===== config.mk =====
export PLATFORM = sky130hd
export DESIGN_NAME = countdown_run_ctrl
export DESIGN_NICKNAME = d
export VERILOG_FILES = /design/src/rtl/countdown_pkg.sv /design/src/rtl/bcd_time_dec.sv /design/src/rtl/countdown_run_ctrl.sv
export SDC_FILE = /design/constraint.sdc
export NUM_CORES = 1
export LEC_CHECK = 0
export BUFFER_PORTS_ARGS = -buffer_cell sky130_fd_sc_hd__buf_2
export CAP_MARGIN = 20
export CORE_MARGIN = 3
export CORE_UTILIZATION = 50
export CTS_BUF_LIST = sky130_fd_sc_hd__clkbuf_16
export CTS_CLUSTER_DIAMETER = 40
export DETAILED_ROUTE_END_ITERATION = 10
export PLACE_DENSITY_LB_ADDON = 0.2
export SYNTH_ARGS = -nofsm -noshare
export SYNTH_HDL_FRONTEND = slang
export SYNTH_SLANG_ARGS = --single-unit

===== constraint.sdc =====
create_clock -name clk -period 2.35 [get_ports clk]
set_input_delay 0.47 -clock clk [delete_from_list [all_inputs] [get_ports clk]]
set_output_delay 0.47 -clock clk [all_outputs]
set_load 0.05 [all_outputs]

===== src/rtl/countdown_pkg.sv =====
// Shared definitions for the countdown run controller:
// state encoding, BCD time word layout and digit limits.
package countdown_pkg;

    typedef enum logic [1:0] {
        ST_IDLE  = 2'd0,
        ST_RUN   = 2'd1,
        ST_PAUSE = 2'd2,
        ST_DONE  = 2'd3
    } run_state_e;

    localparam logic [3:0] FILLER   = 4'hF;
    localparam logic [3:0] LIM_UNIT = 4'd9;
    localparam logic [3:0] LIM_TENS = 4'd5;

    localparam int HR10_LSB  = 28;
    localparam int HR1_LSB   = 24;
    localparam int FILL1_LSB = 20;
    localparam int MIN10_LSB = 16;
    localparam int MIN1_LSB  = 12;
    localparam int FILL0_LSB = 8;
    localparam int SEC10_LSB = 4;
    localparam int SEC1_LSB  = 0;

    typedef struct packed {
        logic [3:0] hr10;
        logic [3:0] hr1;
        logic [3:0] min10;
        logic [3:0] min1;
        logic [3:0] sec10;
        logic [3:0] sec1;
    } bcd_time_t;

    function automatic bcd_time_t unpack_time(
        input logic [31:0] w
    );
        bcd_time_t t;
        t.hr10  = w[HR10_LSB +: 4];
        t.hr1   = w[HR1_LSB +: 4];
        t.min10 = w[MIN10_LSB +: 4];
        t.min1  = w[MIN1_LSB +: 4];
        t.sec10 = w[SEC10_LSB +: 4];
        t.sec1  = w[SEC1_LSB +: 4];
        return t;
    endfunction

    function automatic logic [31:0] pack_time(
        input bcd_time_t t
    );
        logic [31:0] w;
        w = '0;
        w[HR10_LSB +: 4]  = t.hr10;
        w[HR1_LSB +: 4]   = t.hr1;
        w[FILL1_LSB +: 4] = FILLER;
        w[MIN10_LSB +: 4] = t.min10;
        w[MIN1_LSB +: 4]  = t.min1;
        w[FILL0_LSB +: 4] = FILLER;
        w[SEC10_LSB +: 4] = t.sec10;
        w[SEC1_LSB +: 4]  = t.sec1;
        return w;
    endfunction

    function automatic logic [3:0] sat_digit(
        input logic [3:0] d,
        input logic [3:0] lim
    );
        return (d > lim) ? lim : d;
    endfunction

    function automatic bcd_time_t saturate(
        input bcd_time_t t
    );
        bcd_time_t s;
        s.hr10  = sat_digit(t.hr10, LIM_UNIT);
        s.hr1   = sat_digit(t.hr1, LIM_UNIT);
        s.min10 = sat_digit(t.min10, LIM_TENS);
        s.min1  = sat_digit(t.min1, LIM_UNIT);
        s.sec10 = sat_digit(t.sec10, LIM_TENS);
        s.sec1  = sat_digit(t.sec1, LIM_UNIT);
        return s;
    endfunction

endpackage


===== src/rtl/bcd_time_dec.sv =====
// Combinational HH:MM:SS BCD decrement by one second.
// Borrow ripples sec -> min -> hr; hours run 00..99.
module bcd_time_dec
    import countdown_pkg::*;
(
    input  bcd_time_t t,
    output bcd_time_t q,
    output logic      is_zero
);

    logic b_s1, b_s10, b_m1, b_m10, b_h1;

    always_comb begin
        b_s1  = (t.sec1 == 4'd0);
        b_s10 = b_s1 && (t.sec10 == 4'd0);
        b_m1  = b_s10 && (t.min1 == 4'd0);
        b_m10 = b_m1 && (t.min10 == 4'd0);
        b_h1  = b_m10 && (t.hr1 == 4'd0);

        q.sec1 = b_s1 ? LIM_UNIT : t.sec1 - 4'd1;

        q.sec10 = t.sec10;
        if (b_s1)
            q.sec10 = (t.sec10 == 4'd0) ? LIM_TENS
                                        : t.sec10 - 4'd1;

        q.min1 = t.min1;
        if (b_s10)
            q.min1 = (t.min1 == 4'd0) ? LIM_UNIT
                                      : t.min1 - 4'd1;

        q.min10 = t.min10;
        if (b_m1)
            q.min10 = (t.min10 == 4'd0) ? LIM_TENS
                                        : t.min10 - 4'd1;

        q.hr1 = t.hr1;
        if (b_m10)
            q.hr1 = (t.hr1 == 4'd0) ? LIM_UNIT
                                    : t.hr1 - 4'd1;

        q.hr10 = t.hr10;
        if (b_h1)
            q.hr10 = (t.hr10 == 4'd0) ? LIM_UNIT
                                      : t.hr10 - 4'd1;
    end

    assign is_zero = (q == '0);

endmodule


===== src/rtl/countdown_run_ctrl.sv =====
// Countdown run controller: load, 1 Hz BCD decrement,
// pause/resume, clear and timed expiry alarm.
module countdown_run_ctrl
    import countdown_pkg::*;
#(
    parameter int CLK_HZ    = 100_000_000,
    parameter int ALARM_SEC = 10
) (
    input  logic        clk,
    input  logic        rst_n,
    input  logic        active,
    input  logic [31:0] preset,
    input  logic        preset_busy,
    input  logic        start_stop,
    input  logic        clear,
    output logic [31:0] disp,
    output logic [1:0]  run_state,
    output logic        done,
    output logic        alarm
);

    localparam int PW = (CLK_HZ > 1) ? $clog2(CLK_HZ) : 1;
    localparam int AW = $clog2(ALARM_SEC + 1);
    localparam logic [PW-1:0] P_LAST = PW'(CLK_HZ - 1);
    localparam logic [AW-1:0] A_LAST = AW'(ALARM_SEC - 1);

    run_state_e    state_q, state_d;
    bcd_time_t     rem_q, rem_dec, preset_t;
    logic          dec_zero;
    logic [PW-1:0] presc_q;
    logic [AW-1:0] acnt_q;
    logic          done_q, alarm_q;

    logic ss, tick, preset_nz;
    logic load, dec_en, wipe, done_d, alarm_d;

    assign ss        = start_stop && active;
    assign preset_t  = unpack_time(preset);
    assign preset_nz = |preset_t;
    assign tick      = (state_q == ST_RUN ||
                        state_q == ST_DONE) &&
                       (presc_q == P_LAST);

    bcd_time_dec u_dec (
        .t       (rem_q),
        .q       (rem_dec),
        .is_zero (dec_zero)
    );

    always_ff @(posedge clk or negedge rst_n) begin
        if (!rst_n)
            state_q <= ST_IDLE;
        else
            state_q <= state_d;
    end

    always_comb begin
        state_d = state_q;
        unique case (state_q)
            ST_IDLE: begin
                if (ss && !preset_busy && preset_nz)
                    state_d = ST_RUN;
            end
            ST_RUN: begin
                if (clear)
                    state_d = ST_IDLE;
                else if (tick && dec_zero)
                    state_d = ST_DONE;
                else if (ss)
                    state_d = ST_PAUSE;
            end
            ST_PAUSE: begin
                if (clear)
                    state_d = ST_IDLE;
                else if (ss)
                    state_d = ST_RUN;
            end
            ST_DONE: begin
                if (clear || ss)
                    state_d = ST_IDLE;
                else if (tick && acnt_q == A_LAST)
                    state_d = ST_IDLE;
            end
            default: state_d = ST_IDLE;
        endcase
    end

    always_comb begin
        load    = (state_q == ST_IDLE) &&
                  (state_d == ST_RUN);
        dec_en  = (state_q == ST_RUN) && tick && !clear;
        wipe    = clear && (state_q != ST_IDLE);
        done_d  = (state_q == ST_RUN) &&
                  (state_d == ST_DONE);
        alarm_d = (state_d == ST_DONE);
    end

    always_ff @(posedge clk or negedge rst_n) begin
        if (!rst_n)
            rem_q <= '0;
        else if (wipe)
            rem_q <= '0;
        else if (load)
            rem_q <= saturate(preset_t);
        else if (dec_en)
            rem_q <= rem_dec;
    end

    // Prescaler only advances in RUN and DONE, so PAUSE holds it.
    always_ff @(posedge clk or negedge rst_n) begin
        if (!rst_n)
            presc_q <= '0;
        else if (load || wipe || tick)
            presc_q <= '0;
        else if (state_q == ST_RUN || state_q == ST_DONE)
            presc_q <= presc_q + 1'b1;
    end

    always_ff @(posedge clk or negedge rst_n) begin
        if (!rst_n)
            acnt_q <= '0;
        else if (state_q != ST_DONE)
            acnt_q <= '0;
        else if (tick)
            acnt_q <= acnt_q + 1'b1;
    end

    always_ff @(posedge clk or negedge rst_n) begin
        if (!rst_n) begin
            done_q  <= 1'b0;
            alarm_q <= 1'b0;
        end else begin
            done_q  <= done_d;
            alarm_q <= alarm_d;
        end
    end

    assign disp      = (state_q == ST_IDLE) ? preset
                                            : pack_time(rem_q);
    assign run_state = state_q;
    assign done      = done_q;
    assign alarm     = alarm_q;

endmodule


==> run metrics, run 1 <==
number of flops mapped to enable cells by yosys 0; layout-stage area growth over the synthesis result 29.9%; maximum clock frequency 436 MHz; Port Buf Inserts between 70 and 80; number of endpoints with negative hold slack in the final report 0; Die Area between 0.008 and 0.009 mm²; Total Negative Setup Slacks 0 ns; sum of overflow across all layers after global routing 0; Post-Layout Cell Count 655; Final setup viols 0; number of max-slew violations in the final report 0; area of the multi-input gates 0.00234 mm²; top flip-flop cell by instance count after synthesis sky130_fd_sc_hd__dfrtp_1; Longest Clk Path Bufs 2; Critical Path, Cell by Cell buf_4 > nor2_4 > clkbuf_16 > mux2_2 > buf_2; outcome complete, no violations; number of warnings printed during yosys synthesis 0; Critical Path Fanout Max 21; sum of internal, switching and leakage power between 4 and 5 mW; standard cell with the maximum stage delay on the critical path sky130_fd_sc_hd__dfrtp_1; router iterations before antenna repair 5; Inserted Clock Buffers 9; cell type contributing the most total cell area after synthesis sky130_fd_sc_hd__dfrtp_1; starting density of the core 52.9%; total via count after detailed routing roughly 4000; design area slightly above 0.005 mm²; fraction of final layout cells sized beyond drive strength 1 33.3%; H-Tree Depth 3; Max Cap Viol 0; wire length of the first global-routing pass between 15000 and 20000 µm; time the worst path needs with I/O delays and setup between 2 and 2.5 ns; number of synthesized register bits slightly below 60; worst-skew pair later-pin latency 0.33 ns; clock net sink count 59; kind of path behind the tightest hold check input pin to async pin; worst-case vdd ir drop 0.452 mV; type of element capturing the critical path output pin; placed cell count 636; post-route antenna net violation count 0; post-route fraction of the period consumed by the critical path 97.7%; most used cells in the layout excluding fill and tap cells 73 x sky130_fd_sc_hd__buf_2, 58 x sky130_fd_sc_hd__dfrtp_1, 55 x sky130_fd_sc_hd__nor2_1; detailed placer's ending HPWL 8250 µm; n_diodes 0; wire length on met3 776 µm; synthesized area per cell 8.93 µm²; sequential cell area in the final layout 0.00148 mm²; placement-stage worst setup slack 0.0242 ns; total of fill cells in the finished design 618; Post-route DRC 0; fraction of synthesis flops using an asynchronous set or reset pin 100%; core region area 0.00741 mm²; number of different library cells in the post-synthesis netlist 57; Register-to-Register Path Depth 7; Chip Height 94.5 µm; number of standard cells after synthesis 439; pin count of the biggest net entering global routing 33; TritonCTS clock tree yes; Starting DRT DRC Count 262; GR Util All Layers 26.3%; chip width 94.5 µm; Slew Limit Headroom 52.8%; number of antenna violations at the first check in global routing 0; area of placed instances 0.00476 mm²; Worst EP arrival 1.83 ns; cell area power density 807 mW/mm²; M1 wire length 4790 µm; most common cell after layout, fill and taps aside sky130_fd_sc_hd__buf_2; Leak 2.30 nW; number of placement rows 31; count of pins on the block boundary 74; fraction of post-synthesis cell area in the top cell type by area between 30% and 40%; sequential-to-total area share from yosys stat 37.7%; startpoint class of the critical path register; mean number of vias per cell 6.08; largest incremental delay on the critical path 0.37 ns; Post-Syn Nets 480; ranking of synthesized cells by area sky130_fd_sc_hd__dfrtp_1 38%, sky130_fd_sc_hd__mux2_2 6.6%, sky130_fd_sc_hd__xor2_1 5.6%; critical path data required time between 1.5 and 2 ns; post-synthesis cell area 0.00392 mm²; Clock Skew around 0.0062 ns; average wire length per cell after detail routing between 15 and 20 µm; routed length on met2 5750 µm; type of the setup path with the least slack register to output pin; final wirelength roughly 12000 µm; master cell of the clock root buffer sky130_fd_sc_hd__clkbuf_16; clock transition at the register clock pins on the worst setup and hold paths after CTS around 0.050 ns; topmost layer with routed signal wires met4; final net count around 600; slew at the pin closest to its max-slew limit 0.709 ns; number of global-route vias before repair 3855; Reg2Reg Setup Slack 0.09 ns; final RePlAce weighted congestion about 0.94; CTS Hold Buffers Added 0; final setup slack of the worst path 0.0549 ns
==> timing repair <==
action                     CTS  global route
resized for setup            1             5
setup buffers                0             2
setup endpoints to repair    2            27
cloned                       0             1
pin swaps                    1             3
==> cell usage after synthesis (4+ instances only) <==
cell type / count
sky130_fd_sc_hd__o41ai_1: 4
sky130_fd_sc_hd__or3_1: 15
sky130_fd_sc_hd__nor3_1: 10
sky130_fd_sc_hd__o211ai_1: 5
sky130_fd_sc_hd__nand4_1: 18
sky130_fd_sc_hd__a31oi_1: 9
sky130_fd_sc_hd__xnor2_1: 5
sky130_fd_sc_hd__nor2_1: 56
sky130_fd_sc_hd__inv_1: 8
sky130_fd_sc_hd__nor2b_1: 6
sky130_fd_sc_hd__clkbuf_1: 22
sky130_fd_sc_hd__o21a_1: 4
sky130_fd_sc_hd__and3_1: 7
sky130_fd_sc_hd__a21oi_1: 19
sky130_fd_sc_hd__o31ai_1: 11
sky130_fd_sc_hd__o21ai_0: 15
sky130_fd_sc_hd__nand3_1: 19
sky130_fd_sc_hd__dfrtp_1: 59
sky130_fd_sc_hd__xor2_1: 25
sky130_fd_sc_hd__or4_1: 8
sky130_fd_sc_hd__mux2_2: 23
sky130_fd_sc_hd__nor4_1: 9
sky130_fd_sc_hd__nand2_1: 19
==> worst max-delay path: cells and delay by family (launching register included) <==
kind | cells | cell delay (ns)
buffers and inverters | 3 | 0.62
flip-flops | 1 | 0.37
multiplexers | 1 | 0.34
AND/OR/NAND/NOR | 1 | 0.18
==> metrics by stage <==
step	utilization (%)	hold slack, ns
2_1_floorplan	-	0.174
3_3_place_gp	64.2	0.536
6_report	68.7	0.193
4_1_cts	67.8	0.210
3_5_place_dp	64.2	0.545
5_1_grt	68.7	0.231
==> registers in the layout (all words and copies together), names as in the netlist <==
| register | cells |
|---|---|
| presc_q | 27 |
| rem_q | 24 |
| acnt_q | 4 |
| run_state | 2 |
| alarm | 1 |
| done | 1 |
==> final cells by class <==
cell class / instances / area share [%]
clock buffer: 9 / 4.42
clock inverter: 7 / 0.565
inverter: 8 / 0.590
multi-input combinational: 344 / 46.0
sequential: 59 / 29.0
tap: 99 / 2.43
timing repair buffer: 129 / 17.0
==> report_power, final <==
group | total [mW] | internal (mW) | switching [mW]
clock network | 1.13 | 0.688 | 0.443
registers | 1.31 | 1.16 | 0.151
logic | 1.67 | 0.621 | 1.05
total | 4.11 | 2.47 | 1.64
==> layer usage <==
metal  GRT usage, %  up-vias
li1               -     1876
met1           33.6     1905
met2           43.1      172
met3           3.82       29
met4           14.1        0
met5              0        -
==> kinds of logic (layout without fill, tap and decap cells) <==
| kind of cell | Yosys count | after routing | share of synthesized area [%] |
|---|---|---|---|
| DFF | 59 | 59 | 37.7 |
| and+or+nand+nor | 194 | 194 | 27.6 |
| adders and majority gates | 3 | 3 | 0.958 |
| buffers and inverters | 36 | 153 | 4.12 |
| muxes | 26 | 26 | 7.38 |
| AOI/OAI and AO/OA | 91 | 91 | 15.5 |
| xor gates and xnor gates | 30 | 30 | 6.70 |
==> path summary, 6_finish.rpt <==
path | startpoint | to
hold / removal | rst_n | rem_q[3]
setup / recovery | run_state[1] | disp[7]
setup reg to reg | presc_q[9] | rem_q[9]
max in group asynchronous | rst_n | presc_q[17]
min in group clk | preset[14] | rem_q[10]
hold reg to reg | acnt_q[3] | acnt_q[3]
No activity file was read; power rests on OpenSTA's default activity.
==> run 2: changes to the inputs <==
Clock period 2.35 ns to 2.39 ns, I/O delays scaled along.
==> run metrics, run 2 (synthesis results as in run 1) <==
Final setup viols 0 (unchanged); Total Negative Setup Slacks 0 ns (unchanged); cell area power density 815 mW/mm² (+0.97%); slew at the pin closest to its max-slew limit 0.530 ns (-0.178 ns); average wire length per cell after detail routing 17.4 µm (-1.4%); startpoint class of the critical path register; clock net sink count 59 (unchanged); router iterations before antenna repair 4 (-1); sum of overflow across all layers after global routing 0 (unchanged); Post-Layout Cell Count 647 (-1.2%); placed cell count 629 (-1.1%); most used cells in the layout excluding fill and tap cells 73 x sky130_fd_sc_hd__buf_2, 58 x sky130_fd_sc_hd__dfrtp_1, 55 x sky130_fd_sc_hd__nor2_1; final wirelength 11300 µm (-2.6%); outcome complete, no violations; final RePlAce weighted congestion 0.873 (-7.1%); H-Tree Depth 3 (unchanged); worst-case vdd ir drop 0.461 mV (+1.9%); TritonCTS clock tree yes; number of endpoints with negative hold slack in the final report 0 (unchanged); maximum clock frequency between 400 and 500 MHz; kind of path behind the tightest hold check input pin to async pin; fraction of final layout cells sized beyond drive strength 1 33.0% (-0.24 points); most common cell after layout, fill and taps aside sky130_fd_sc_hd__buf_2; flip-flop count of the largest register, all copies and words added 27 (unchanged); clock transition at the register clock pins on the worst setup and hold paths after CTS 0.05 ns (about the same); post-route fraction of the period consumed by the critical path 97.6%; Max Cap Viol 0 (unchanged); final net count 584 (-1.4%); registers with the highest flip-flop counts presc_q: 27 flops, rem_q: 24 flops, acnt_q: 4 flops; placement-stage worst setup slack -0.187 ns (-0.211 ns); post-route core utilization 67.8% (-0.96 points); Worst EP arrival 1.86 ns (+0.03 ns); Leak 2.28 nW (-0.96%); GR Util All Layers 26.3% (about the same); delay-heaviest family, CP buffers and inverters; type of the setup path with the least slack register to output pin; master cell of the clock root buffer sky130_fd_sc_hd__clkbuf_16; time the worst path needs with I/O delays and setup 2.33 ns; post-route antenna net violation count 0 (unchanged); Port Buf Inserts 73 (unchanged); number of antenna violations at the first check in global routing 0 (unchanged); type of element capturing the critical path output pin; area of placed instances 0.00468 mm² (-1.7%); layout-stage area growth over the synthesis result 28.1%; Critical Path, Cell by Cell buf_4 > nor2_2 > buf_12 > mux2_2 > buf_2; detailed placer's ending HPWL 8190 µm (-0.72%); total via count after detailed routing 3940 (-1.1%); wire length of the first global-routing pass 18500 µm (unchanged); Clock Skew 0.00473 ns (-0.00145 ns); final setup slack of the worst path 0.0562 ns (+0.00133 ns); Starting DRT DRC Count 248 (-5.3%); Inserted Clock Buffers 9 (unchanged); Slew Limit Headroom 64.5% (+12 points); starting density of the core 52.9% (unchanged); Longest Clk Path Bufs 2 (unchanged); core region area 0.00741 mm² (unchanged); largest incremental delay on the critical path 0.42 ns (+0.05 ns); critical path data required time 1.91 ns (+0.03 ns); mean number of vias per cell 6.09 (+0.17%); Chip Height 94.5 µm (unchanged); chip width 94.5 µm (unchanged); number of placement rows 31 (unchanged); design area 0.00502 mm² (-1.4%); number of global-route vias before repair 3780 (-1.9%); largest register by flop count presc_q; CTS Hold Buffers Added 0 (unchanged); worst-skew pair later-pin latency 0.33 ns (about the same); Critical Path Fanout Max 26 (+24%); Die Area 0.00894 mm² (unchanged); standard cell with the maximum stage delay on the critical path sky130_fd_sc_hd__dfrtp_2; n_diodes 0 (unchanged); worst hold margin 0.00921 ns (-0.184 ns); pin count of the biggest net entering global routing 33 (unchanged); sum of internal, switching and leakage power 4.09 mW (-0.45%); RSZ-0062 raised after global routing yes; Post-route DRC 0 (unchanged); number of max-slew violations in the final report 0 (unchanged); number of buffer and inverter instances along the worst setup path 3 (unchanged); count of pins on the block boundary 74 (unchanged)
==> run 2: final timing paths <==
kind / from / to / slack [ns] / depth (start not counted)
worst max-delay path: run_state[0] / disp[24] / 0.06 / 5
min in group clk: preset[2] / rem_q[2] / 0.46 / 3
worst min register to register: rem_q[12] / rem_q[12] / 0.55 / 2
max in group asynchronous: rst_n / presc_q[10] / 1.77 / 2
worst max register to register: rem_q[9] / rem_q[23] / 0.12 / 6
worst min-delay path: rst_n / rem_q[1] / 0.009 / 1
==> run 2: what timing repair did <==
item / 4_1_cts / 5_1_grt
endpoints found under the setup margin: 20 / 11
resized for setup: 3 / 6
pin swaps: 1 / 2
setup buffers: 0 / 2
cloned: 0 / 0
==> run 2: layer usage <==
layer | track usage, % | routed length [µm]
met1 | 33.1 | 4580
met2 | 45.0 | 5650
met3 | 4.22 | 805
met4 | 11.1 | 250
met5 | 0 | 0
==> run 2: where the power goes <==
part           internal (mW)  switching (mW)  leakage [nW]  total, mW
Sequential              1.14           0.152         0.790       1.29
Clock                  0.792           0.448         0.144       1.24
Combinational          0.564           0.999          1.35       1.56
==> run 2: area by class of cell <==
class	instances	area, µm²
Fill cell	642	2390
Multi-Input combinational cell	344	2340
Sequential cell	59	1480
Timing Repair Buffer	121	763
Clock buffer	9	225
Tap cell	99	124
Clock inverter	7	60.1
Inverter	8	30.0
==> run 3: changes to the inputs <==
Settings changed: SETUP_SLACK_MARGIN set to 0.02.
Clock period 2.39 ns to 2.9 ns, I/O delays scaled along.
==> run metrics, run 3 (synthesis results as in run 1) <==
fraction of final layout cells sized beyond drive strength 1 27.1% (-5.9 points); worst-case vdd ir drop 0.453 mV (-1.8%); post-route antenna net violation count 0 (unchanged); final RePlAce weighted congestion 0.955 (+9.4%); most common cell after layout, fill and taps aside sky130_fd_sc_hd__buf_2; core region area 0.00741 mm² (unchanged); slew at the pin closest to its max-slew limit 0.672 ns (+0.142 ns); Leak 2.07 nW (-9.4%); Inserted Clock Buffers 9 (unchanged); maximum clock frequency 377 MHz; Total Negative Setup Slacks 0 ns (unchanged); Slew Limit Headroom 55.2% (-9.3 points); Post-route DRC 0 (unchanged); number of max-slew violations in the final report 0 (unchanged); sum of internal, switching and leakage power 3.32 mW (-19%); Register-to-Register Path Depth 6 (unchanged); sum of overflow across all layers after global routing 0 (unchanged); Reg2Reg Setup Slack 0.30 ns (+0.18 ns); Chip Height 94.5 µm (unchanged); Worst EP arrival 2.07 ns (+0.21 ns); number of antenna violations at the first check in global routing 0 (unchanged); Critical Path, Cell by Cell buf_4 > nor2_2 > buf_4 > mux2_2 > buf_2; standard cell with the maximum stage delay on the critical path sky130_fd_sc_hd__dfrtp_1; wire length of the first global-routing pass 17900 µm (-3.1%); n_diodes 0 (unchanged); Port Buf Inserts 73 (unchanged); TritonCTS clock tree yes; detailed placer's ending HPWL 7600 µm (-7.2%); sequential cell area in the final layout 0.00148 mm² (about the same); delay-heaviest family, CP buffers and inverters; count of pins on the block boundary 74 (unchanged); router iterations before antenna repair 5 (+1); reg-to-reg startpoint presc_q[11]; post-CTS setup-driven buffer insertion count 0 (unchanged); Critical Path Fanout Max 26 (unchanged); outcome complete, no violations; type of element capturing the critical path output pin; number of endpoints with negative hold slack in the final report 0 (unchanged); registers with the highest flip-flop counts presc_q: 27 flops, rem_q: 24 flops, acnt_q: 4 flops; kind of path behind the tightest hold check input pin to async pin; Gates resized, CTS repair 0 (-3); largest incremental delay on the critical path 0.49 ns (+0.07 ns); average wire length per cell after detail routing 17.4 µm (-0.12%); post-route fraction of the period consumed by the critical path 91.5%; number of buffer and inverter instances along the worst setup path 3 (unchanged); clock net sink count 59 (unchanged); post-route core utilization 63.5% (-4.2 points); total via count after detailed routing 3766 (-4.4%); mean number of vias per cell 6.15 (+1.1%); critical path data required time 2.32 ns (+0.41 ns); Die Area 0.00894 mm² (unchanged); largest register by flop count presc_q; layout-stage area growth over the synthesis result 20.1%; clock transition at the register clock pins on the worst setup and hold paths after CTS 0.05 ns (about the same); RSZ-0062 raised after global routing no; final net count 550 (-5.8%); CTS Hold Buffers Added 0 (unchanged); number of global-route vias before repair 3693 (-2.3%); Max Cap Viol 0 (unchanged); total of fill cells in the finished design 673 (+4.8%); worst hold margin 0.295 ns (+0.285 ns); master cell of the clock root buffer sky130_fd_sc_hd__clkbuf_16; cell area power density 705 mW/mm² (-13%); type of the setup path with the least slack register to output pin; time the worst path needs with I/O delays and setup 2.65 ns; GR Util All Layers 25.4% (-0.90 points); H-Tree Depth 3 (unchanged); endpoint of the worst-slack reg-to-reg timing path rem_q[5]; Starting DRT DRC Count 241 (-2.8%); Critical Path Most Common Cell sky130_fd_sc_hd__buf_4; flip-flop count of the largest register, all copies and words added 27 (unchanged); pin count of the biggest net entering global routing 33 (unchanged); Longest Clk Path Bufs 2 (unchanged); worst-skew pair later-pin latency 0.32 ns (about the same); most used cells in the layout excluding fill and tap cells 73 x sky130_fd_sc_hd__buf_2, 59 x sky130_fd_sc_hd__dfrtp_1, 55 x sky130_fd_sc_hd__nor2_1; startpoint class of the critical path register; Final setup viols 0 (unchanged); chip width 94.5 µm (unchanged); starting density of the core 52.9% (unchanged); final wirelength 10700 µm (-5.5%); area of the multi-input gates 0.00229 mm² (-2.3%); Clock Skew 0.00281 ns (-0.00192 ns); number of placement rows 31 (unchanged)
==> run 3: cell types whose count changed in the layout (fill, tap and decap cells not counted), moves of 2 or more <==
| cell | before | now |
|---|---|---|
| sky130_fd_sc_hd__buf_12 | 3 | 1 |
| sky130_fd_sc_hd__buf_4 | 45 | 13 |
| sky130_fd_sc_hd__nor4_1 | 7 | 9 |
| sky130_fd_sc_hd__nor4_4 | 3 | 1 |
| sky130_fd_sc_hd__or4_1 | 6 | 8 |
| sky130_fd_sc_hd__or4_4 | 5 | 3 |
==> run 3: metal layers <==
| metal | GRT usage (%) | share of wire (%) | vias to the layer above |
|---|---|---|---|
| met5 | 0 | 0 | - |
| met4 | 7.93 | 1.4 | 0 |
| met3 | 5.74 | 6.7 | 18 |
| met2 | 43.3 | 49 | 135 |
| met1 | 32.2 | 43 | 1827 |
| li1 | - | - | 1786 |
==> run 3: layout make-up <==
type	instances	area share, %
multi-input cells	344	48.6
well taps	99	2.63
flip-flops and latches	59	31.4
repair buffers	87	10.3
clock buffers	9	4.78
clock inverters	6	1.73
inverters	8	0.638
==> run 3: through the flow <==
stage	area, µm²	worst slack (ns)	std cells
2_1_floorplan	3920	0.218	439
3_3_place_gp	4400	0.320	597
3_5_place_dp	4400	0.334	597
4_1_cts	4710	0.229	612
5_1_grt	4710	0.149	612
6_report	4710	0.246	612
==> run 3: worst max-delay path by stage <==
stage,startpoint,to,slack [ns],depth (start not counted)
2_1_floorplan,run_state[1],disp[2],0.22,5
3_3_place_gp,clear,rem_q[4],0.32,7
3_5_place_dp,clear,rem_q[4],0.33,7
4_1_cts,run_state[0],disp[29],0.23,5
5_1_grt,run_state[0],disp[12],0.15,5
6_report,run_state[0],disp[29],0.25,5
==> run 3: worst reg2reg max path, delay by kind of cell (launching register included) <==
kind	cells	cell delay, ns
simple gates	4	1.58
flops	1	0.40
compound gates	1	0.28
buf+inv	1	0.23
==> run 3: power breakdown <==
group	switching, mW	internal [mW]
Sequential	0.187	0.937
Clock	0.370	0.740
Combinational	0.725	0.361
Total	1.28	2.04
